File: src/rtl/seq_div_pkg.sv
// Shared definitions for the sequential restoring divider.
//   state_e        : divider FSM states
//   DivWidth       : default operand/result width
//   count_width()  : iteration counter width for a given operand width, $clog2(width+1)
//   DivCntWidth    : counter width for the default operand width
//   MinInt         : most negative two's-complement value at the default width
package seq_div_pkg;

  typedef enum logic [1:0] {
    StIdle,
    StLoad,
    StIter,
    StFix
  } state_e;

  localparam int unsigned DivWidth = 32;

  function automatic int unsigned count_width(input int unsigned width);
    return $clog2(width + 1);
  endfunction

  localparam int unsigned DivCntWidth = count_width(DivWidth);

  localparam logic [DivWidth-1:0] MinInt = {1'b1, {(DivWidth - 1){1'b0}}};

endpackage

File: src/rtl/div_step.sv
// One combinational restoring-division step.
//   rem       in  : partial remainder
//   quo       in  : dividend/quotient shift register; its MSB feeds the remainder
//   divisor   in  : divisor magnitude
//   rem_next  out : remainder after the trial subtraction
//   quo_next  out : quotient shifted left with the new quotient bit in the LSB
module div_step #(
  parameter int unsigned WIDTH = 32
) (
  input  logic [WIDTH-1:0] rem,
  input  logic [WIDTH-1:0] quo,
  input  logic [WIDTH-1:0] divisor,
  output logic [WIDTH-1:0] rem_next,
  output logic [WIDTH-1:0] quo_next
);

  logic [WIDTH:0] shifted;
  logic [WIDTH:0] diff;
  logic           fits;

  assign shifted = {rem, quo[WIDTH-1]};
  assign diff    = shifted - {1'b0, divisor};
  // shifted < 2*divisor, so a clear top bit of the difference means shifted >= divisor.
  assign fits    = ~diff[WIDTH];

  assign rem_next = fits ? diff[WIDTH-1:0] : shifted[WIDTH-1:0];
  assign quo_next = {quo[WIDTH-2:0], fits};

endmodule

File: src/rtl/seq_divider.sv
// Multicycle restoring divider answering the DivInit/DivStop/DivZero handshake.
// Produces the MIPS div quotient (lo) and remainder (hi); quotient truncates toward
// zero and the remainder takes the dividend's sign.
//   clk, reset          : clock, synchronous active-high reset
//   start               : DivInit, only sampled while idle
//   is_unsigned         : (SEQ_DIV_UNSIGNED_EN only) divu when 1, sampled with start
//   dividend, divisor   : operands, captured when start is accepted
//   busy                : operation in progress
//   done                : DivStop, one-cycle pulse
//   div_zero            : DivZero, one-cycle pulse alongside done
//   hi, lo              : remainder, quotient; held until the next successful completion
// Build option: define SEQ_DIV_UNSIGNED_EN to add the is_unsigned port.
module seq_divider
  import seq_div_pkg::*;
#(
  parameter int unsigned WIDTH = DivWidth
) (
  input  logic             clk,
  input  logic             reset,
  input  logic             start,
`ifdef SEQ_DIV_UNSIGNED_EN
  input  logic             is_unsigned,
`endif
  input  logic [WIDTH-1:0] dividend,
  input  logic [WIDTH-1:0] divisor,
  output logic             busy,
  output logic             done,
  output logic             div_zero,
  output logic [WIDTH-1:0] hi,
  output logic [WIDTH-1:0] lo
);

  localparam int unsigned     CntW     = count_width(WIDTH);
  localparam logic [CntW-1:0] LastStep = CntW'(WIDTH - 1);

  state_e          state_q;
  logic [WIDTH-1:0] quo_q;   // raw dividend, then magnitude, then quotient
  logic [WIDTH-1:0] dvs_q;   // raw divisor, then magnitude
  logic [WIDTH-1:0] rem_q;
  logic [CntW-1:0]  cnt_q;
  logic             dvd_neg_q;
  logic             dvs_neg_q;
  logic [WIDTH-1:0] step_rem;
  logic [WIDTH-1:0] step_quo;
  logic             signed_op;

`ifdef SEQ_DIV_UNSIGNED_EN
  assign signed_op = ~is_unsigned;
`else
  assign signed_op = 1'b1;
`endif

  div_step #(
    .WIDTH(WIDTH)
  ) u_step (
    .rem     (rem_q),
    .quo     (quo_q),
    .divisor (dvs_q),
    .rem_next(step_rem),
    .quo_next(step_quo)
  );

  always_ff @(posedge clk) begin
    if (reset) begin
      state_q   <= StIdle;
      quo_q     <= '0;
      dvs_q     <= '0;
      rem_q     <= '0;
      cnt_q     <= '0;
      dvd_neg_q <= 1'b0;
      dvs_neg_q <= 1'b0;
      busy      <= 1'b0;
      done      <= 1'b0;
      div_zero  <= 1'b0;
      hi        <= '0;
      lo        <= '0;
    end else begin
      done     <= 1'b0;
      div_zero <= 1'b0;
      case (state_q)
        StIdle: begin
          if (start) begin
            quo_q     <= dividend;
            dvs_q     <= divisor;
            // Unsigned ops never look negative, so the later fix-ups fall away.
            dvd_neg_q <= signed_op & dividend[WIDTH-1];
            dvs_neg_q <= signed_op & divisor[WIDTH-1];
            busy      <= 1'b1;
            state_q   <= StLoad;
          end
        end
        StLoad: begin
          if (dvs_q == '0) begin
            done     <= 1'b1;
            div_zero <= 1'b1;
            busy     <= 1'b0;
            state_q  <= StIdle;
          end else begin
            // Negating MIN_INT gives back its own bit pattern, the correct unsigned magnitude.
            if (dvd_neg_q) quo_q <= -quo_q;
            if (dvs_neg_q) dvs_q <= -dvs_q;
            rem_q   <= '0;
            cnt_q   <= '0;
            state_q <= StIter;
          end
        end
        StIter: begin
          rem_q <= step_rem;
          quo_q <= step_quo;
          cnt_q <= cnt_q + CntW'(1);
          if (cnt_q == LastStep) state_q <= StFix;
        end
        StFix: begin
          lo       <= (dvd_neg_q ^ dvs_neg_q) ? -quo_q : quo_q;
          hi       <= dvd_neg_q ? -rem_q : rem_q;
          done     <= 1'b1;
          busy     <= 1'b0;
          state_q  <= StIdle;
        end
        default: state_q <= StIdle;
      endcase
    end
  end

endmodule

File: config.mk
export PLATFORM = sky130hd
export DESIGN_NAME = seq_divider
export DESIGN_NICKNAME = d
export VERILOG_FILES = /design/src/rtl/seq_div_pkg.sv /design/src/rtl/div_step.sv /design/src/rtl/seq_divider.sv
export SDC_FILE = /design/constraint.sdc
export NUM_CORES = 1
export LEC_CHECK = 0
export BUFFER_PORTS_ARGS = -buffer_cell sky130_fd_sc_hd__buf_2
export CAP_MARGIN = 20
export CORE_MARGIN = 2
export CORE_UTILIZATION = 46
export CTS_CLUSTER_SIZE = 24
export DETAILED_ROUTE_END_ITERATION = 16
export PLACE_DENSITY_LB_ADDON = 0.3
export SLEW_MARGIN = 10
export SYNTH_ARGS = -nofsm -noshare
export SYNTH_HDL_FRONTEND = slang
export SYNTH_SLANG_ARGS = --single-unit
File: constraint.sdc
create_clock -name clk -period 7.95 [get_ports clk]
set_clock_uncertainty 0.1 [all_clocks]
set_input_delay 1.1925 -clock clk [delete_from_list [all_inputs] [get_ports clk]]
set_output_delay 1.1925 -clock clk [all_outputs]
set_load 0.1 [all_outputs]
==> results.py <==
metrics = {
    "run_status": {
        "status": "complete, no violations",
    },
    "timing": {
        "tightest_slew_ps": 957,
        "postLayoutSetupSlackWorst_ps": 3360,
        "final.setup.tns_ps": 0,
        "slew_violations": 0,
        "final_hold_viol_count": 0,
        "setup_violations": 0,
        "fin_crit_ps": 4590,
        "rsz0062_at_grt": "false",
        "fin_crit_sh": 0.577,
        "clock.fmax_ghz": 0.218,
        "max-slew-margin-rel": 0.354,
    },
    "place": {
        "place_ws_ps": 3420,
        "postPlaceCellArea_um2": 11900,
        "place_hpwl_um": 23200,
        "io_buffers": 133,
        "place.gp.congestion": 0.940,
    },
    "synth": {
        "synth.area.top_cells": "dfxtp_1 31%, nor2_1 6.1%, nand2_1 5.5%, a21oi_1 4.9%, xor2_1 4.7%",
        "synthesis.area_um2": 11100,
        "synth_edf_count": 0,
        "synthArstFlopShare": 0,
        "synth.distinct_cells": 70,
        "yosysMostFrequentCell": "nor2_1",
        "synth_area_per_cell_um2": 7.53,
        "synth-warning-count": 0,
        "synthDominantCellAreaShare": 0.312,
        "ys_seq_elements": 173,
        "synth-seq-area-share": 0.312,
        "syn_nets": 1584,
        "synthTopCellsByCount": "182 x nor2_1, 173 x dfxtp_1, 163 x nand2_1",
        "syn_inst": 1476,
        "synth_ff_type": "dfxtp_1",
        "yosys.area.top_type": "dfxtp_1",
    },
    "drt": {
        "drt-initial-drc-count": 956,
        "wl_per_cell_um": 17.4,
        "dr.pass1.iters": 5,
        "drt-total-wl_um": 32500,
        "viasPerCell": 5.90,
        "route.detailed.drc": 0,
        "ant_nets": 0,
        "num_vias": 11000,
    },
    "power_and_ir_drop": {
        "power.leakage_nw": 4.86,
        "ir_worst_vdd_uv": 111,
        "p_per_area_nw_per_um2": 257,
    },
    "finish": {
        "fillers": 2295,
        "final_nets": 1639,
        "drive_above_1_share": 0.137,
        "area_delta_synth_final_pct": 12.9,
        "fin_area_um2": 12600,
        "diodes": 0,
    },
    "global_route": {
        "grt_pass1_wl_um": 52100,
        "antenna_found_initial": 0,
        "grt_busiest_layer": "met2",
        "grt_util_all_layers": 0.249,
        "grt_pass1_vias": 9845,
        "grtUsageMet2": 0.416,
        "grt_max_degree": 92,
        "grt_remaining_overflow": 0,
        "met1_usage": 0.330,
        "met3_usage": 0.0336,
    },
    "floorplan": {
        "chipWidth_um": 159,
        "io_pins": 134,
        "fp.dieH_um": 159,
        "coreArea_um2": 23600,
        "num_rows": 56,
        "start_util": 0.471,
        "dieArea_um2": 25400,
    },
    "cts": {
        "clock_latency_ps": 440,
        "cts_root_buffer": "clkbuf_16",
        "post_cts_buffers": 0,
        "htreeDepth": 4,
        "cts.sinks": 173,
        "cts_tree": "yes",
        "clk_path_buf_depth": 2,
        "path_clk_slew_ps": 70,
        "cts-hold-fix-buffers": 0,
        "cts_buffers": 17,
        "post_cts_resized": 0,
    },
    "critical_path": {
        "end_kind": "flop",
        "cpMaxStageDelayCell": "o41ai_1",
        "required_ps": 8210,
        "cpPeakStageDelay_ps": 570,
        "crit_fanout": 13,
        "cp-start-kind": "flop",
        "path_class": "flop to flop",
        "critPathTopFamily": "compound AO/OA/AOI/OAI gates",
        "cp.arrival_ps": 4850,
        "path_cells": "inv_1 > ha_1 > fa_1 > nor2b_1 > o31ai_1 > o41ai_1 > o21ai_0 > o31ai_2 > xor2_2 > buf_4 > nand2_1 > a311o_1 > a21oi_1",
        "critical_path_buf_inv_count": 2,
    },
    "job": {
        "max_cap_violations": 0,
    },
    "min_path": {
        "hp-class": "flop to flop",
    },
}
-- worst min-delay path, delay by kind of cell, from the launching register on --
| kind | cells | cell delay, ps |
|---|---|---|
| compound gates | 1 | 50 |
| flops | 1 | 310 |
| simple gates | 1 | 80 |
-- per-stage QoR --
stage / instances / hold slack, ps / utilization / power [mW]
2_1_floorplan: 1476 / 363 / - / 2.05
3_3_place_gp: 1830 / 372 / 0.505 / 2.32
3_5_place_dp: 1830 / 375 / 0.505 / 2.33
4_1_cts: 1862 / 384 / 0.531 / 3.22
5_1_grt: 1863 / 403 / 0.532 / 3.42
6_report: 1863 / 382 / 0.532 / 3.23
-- placed cells by master, fill, tap and decap left out, types with 5 or more instances in the layout --
cell type    n
a211oi_1    68
a21o_1       9
a21oi_1    107
a221oi_1     6
a22oi_1     17
a311oi_1    17
a31o_2       5
a32oi_1     10
and3_1       9
buf_2      132
buf_4       17
clkbuf_16   17
dfxtp_1    173
ha_1        37
inv_1       48
mux2i_1     23
nand2_1    163
nand2b_1     5
nand3_1     31
nand4_1      9
nor2_1     181
nor2b_1      9
nor3_1      21
nor4_1       9
o211ai_1    39
o21ai_0    101
o21bai_1     7
o311ai_0     7
o31ai_1     28
o41ai_1     11
or2_2        8
or3_1       25
or4_1       12
xnor2_1     35
xor2_1      59
-- flip-flops by register name, indices dropped and copies added, names as in the netlist, named ones only --
signal	flops
dvs_q	32
hi	32
lo	32
quo_q	32
rem_q	32
cnt_q	6
busy	1
div_zero	1
done	1
dvd_neg_q	1
dvs_neg_q	1
state_q	1
-- area by class of cell --
cell class | count | area (um^2) | area share
clock buffer | 19 | 443 | 0.0353
clock inverter | 13 | 179 | 0.0143
inverter | 49 | 184 | 0.0147
multi-input combinational | 1140 | 7080 | 0.564
sequential | 173 | 3460 | 0.276
tap | 319 | 399 | 0.0318
timing repair buffer | 150 | 800 | 0.0637
-- logic make-up after synthesis --
logic type                 count (synthesis)  synth area share
AOI/OAI and AO/OA                        466             0.276
xor gates and xnor gates                  96            0.0756
adders and majority gates                 41            0.0468
buffers and inverters                    163            0.0558
DFF                                      173             0.312
muxes                                     24            0.0217
and+or+nand+nor                          513             0.212
-- power by group --
group          total, mW  switching (mW)  internal [mW]
Clock              0.893           0.382          0.511
Sequential          1.07           0.118          0.952
Combinational       1.27           0.818          0.449
-- final timing paths --
kind,from,endpoint,slack [ps],cells past startpoint
max,quo_q[31]$_SDFFE_PP0P_,quo_q[0]$_SDFFE_PP0P_,3360,13
min,lo[9]$_SDFFE_PP0P_,lo[9]$_SDFFE_PP0P_,380,2
min reg2reg,lo[9]$_SDFFE_PP0P_,lo[9]$_SDFFE_PP0P_,380,2
max reg2reg,quo_q[31]$_SDFFE_PP0P_,quo_q[0]$_SDFFE_PP0P_,3360,13
-- routing by layer --
metal | routed length, um | vias to the layer above
met5 | 0 | -
met4 | 915 | 0
met3 | 1580 | 62
met2 | 15400 | 355
met1 | 14600 | 5117
li1 | - | 5456
No activity file was read; power rests on OpenSTA's default activity.
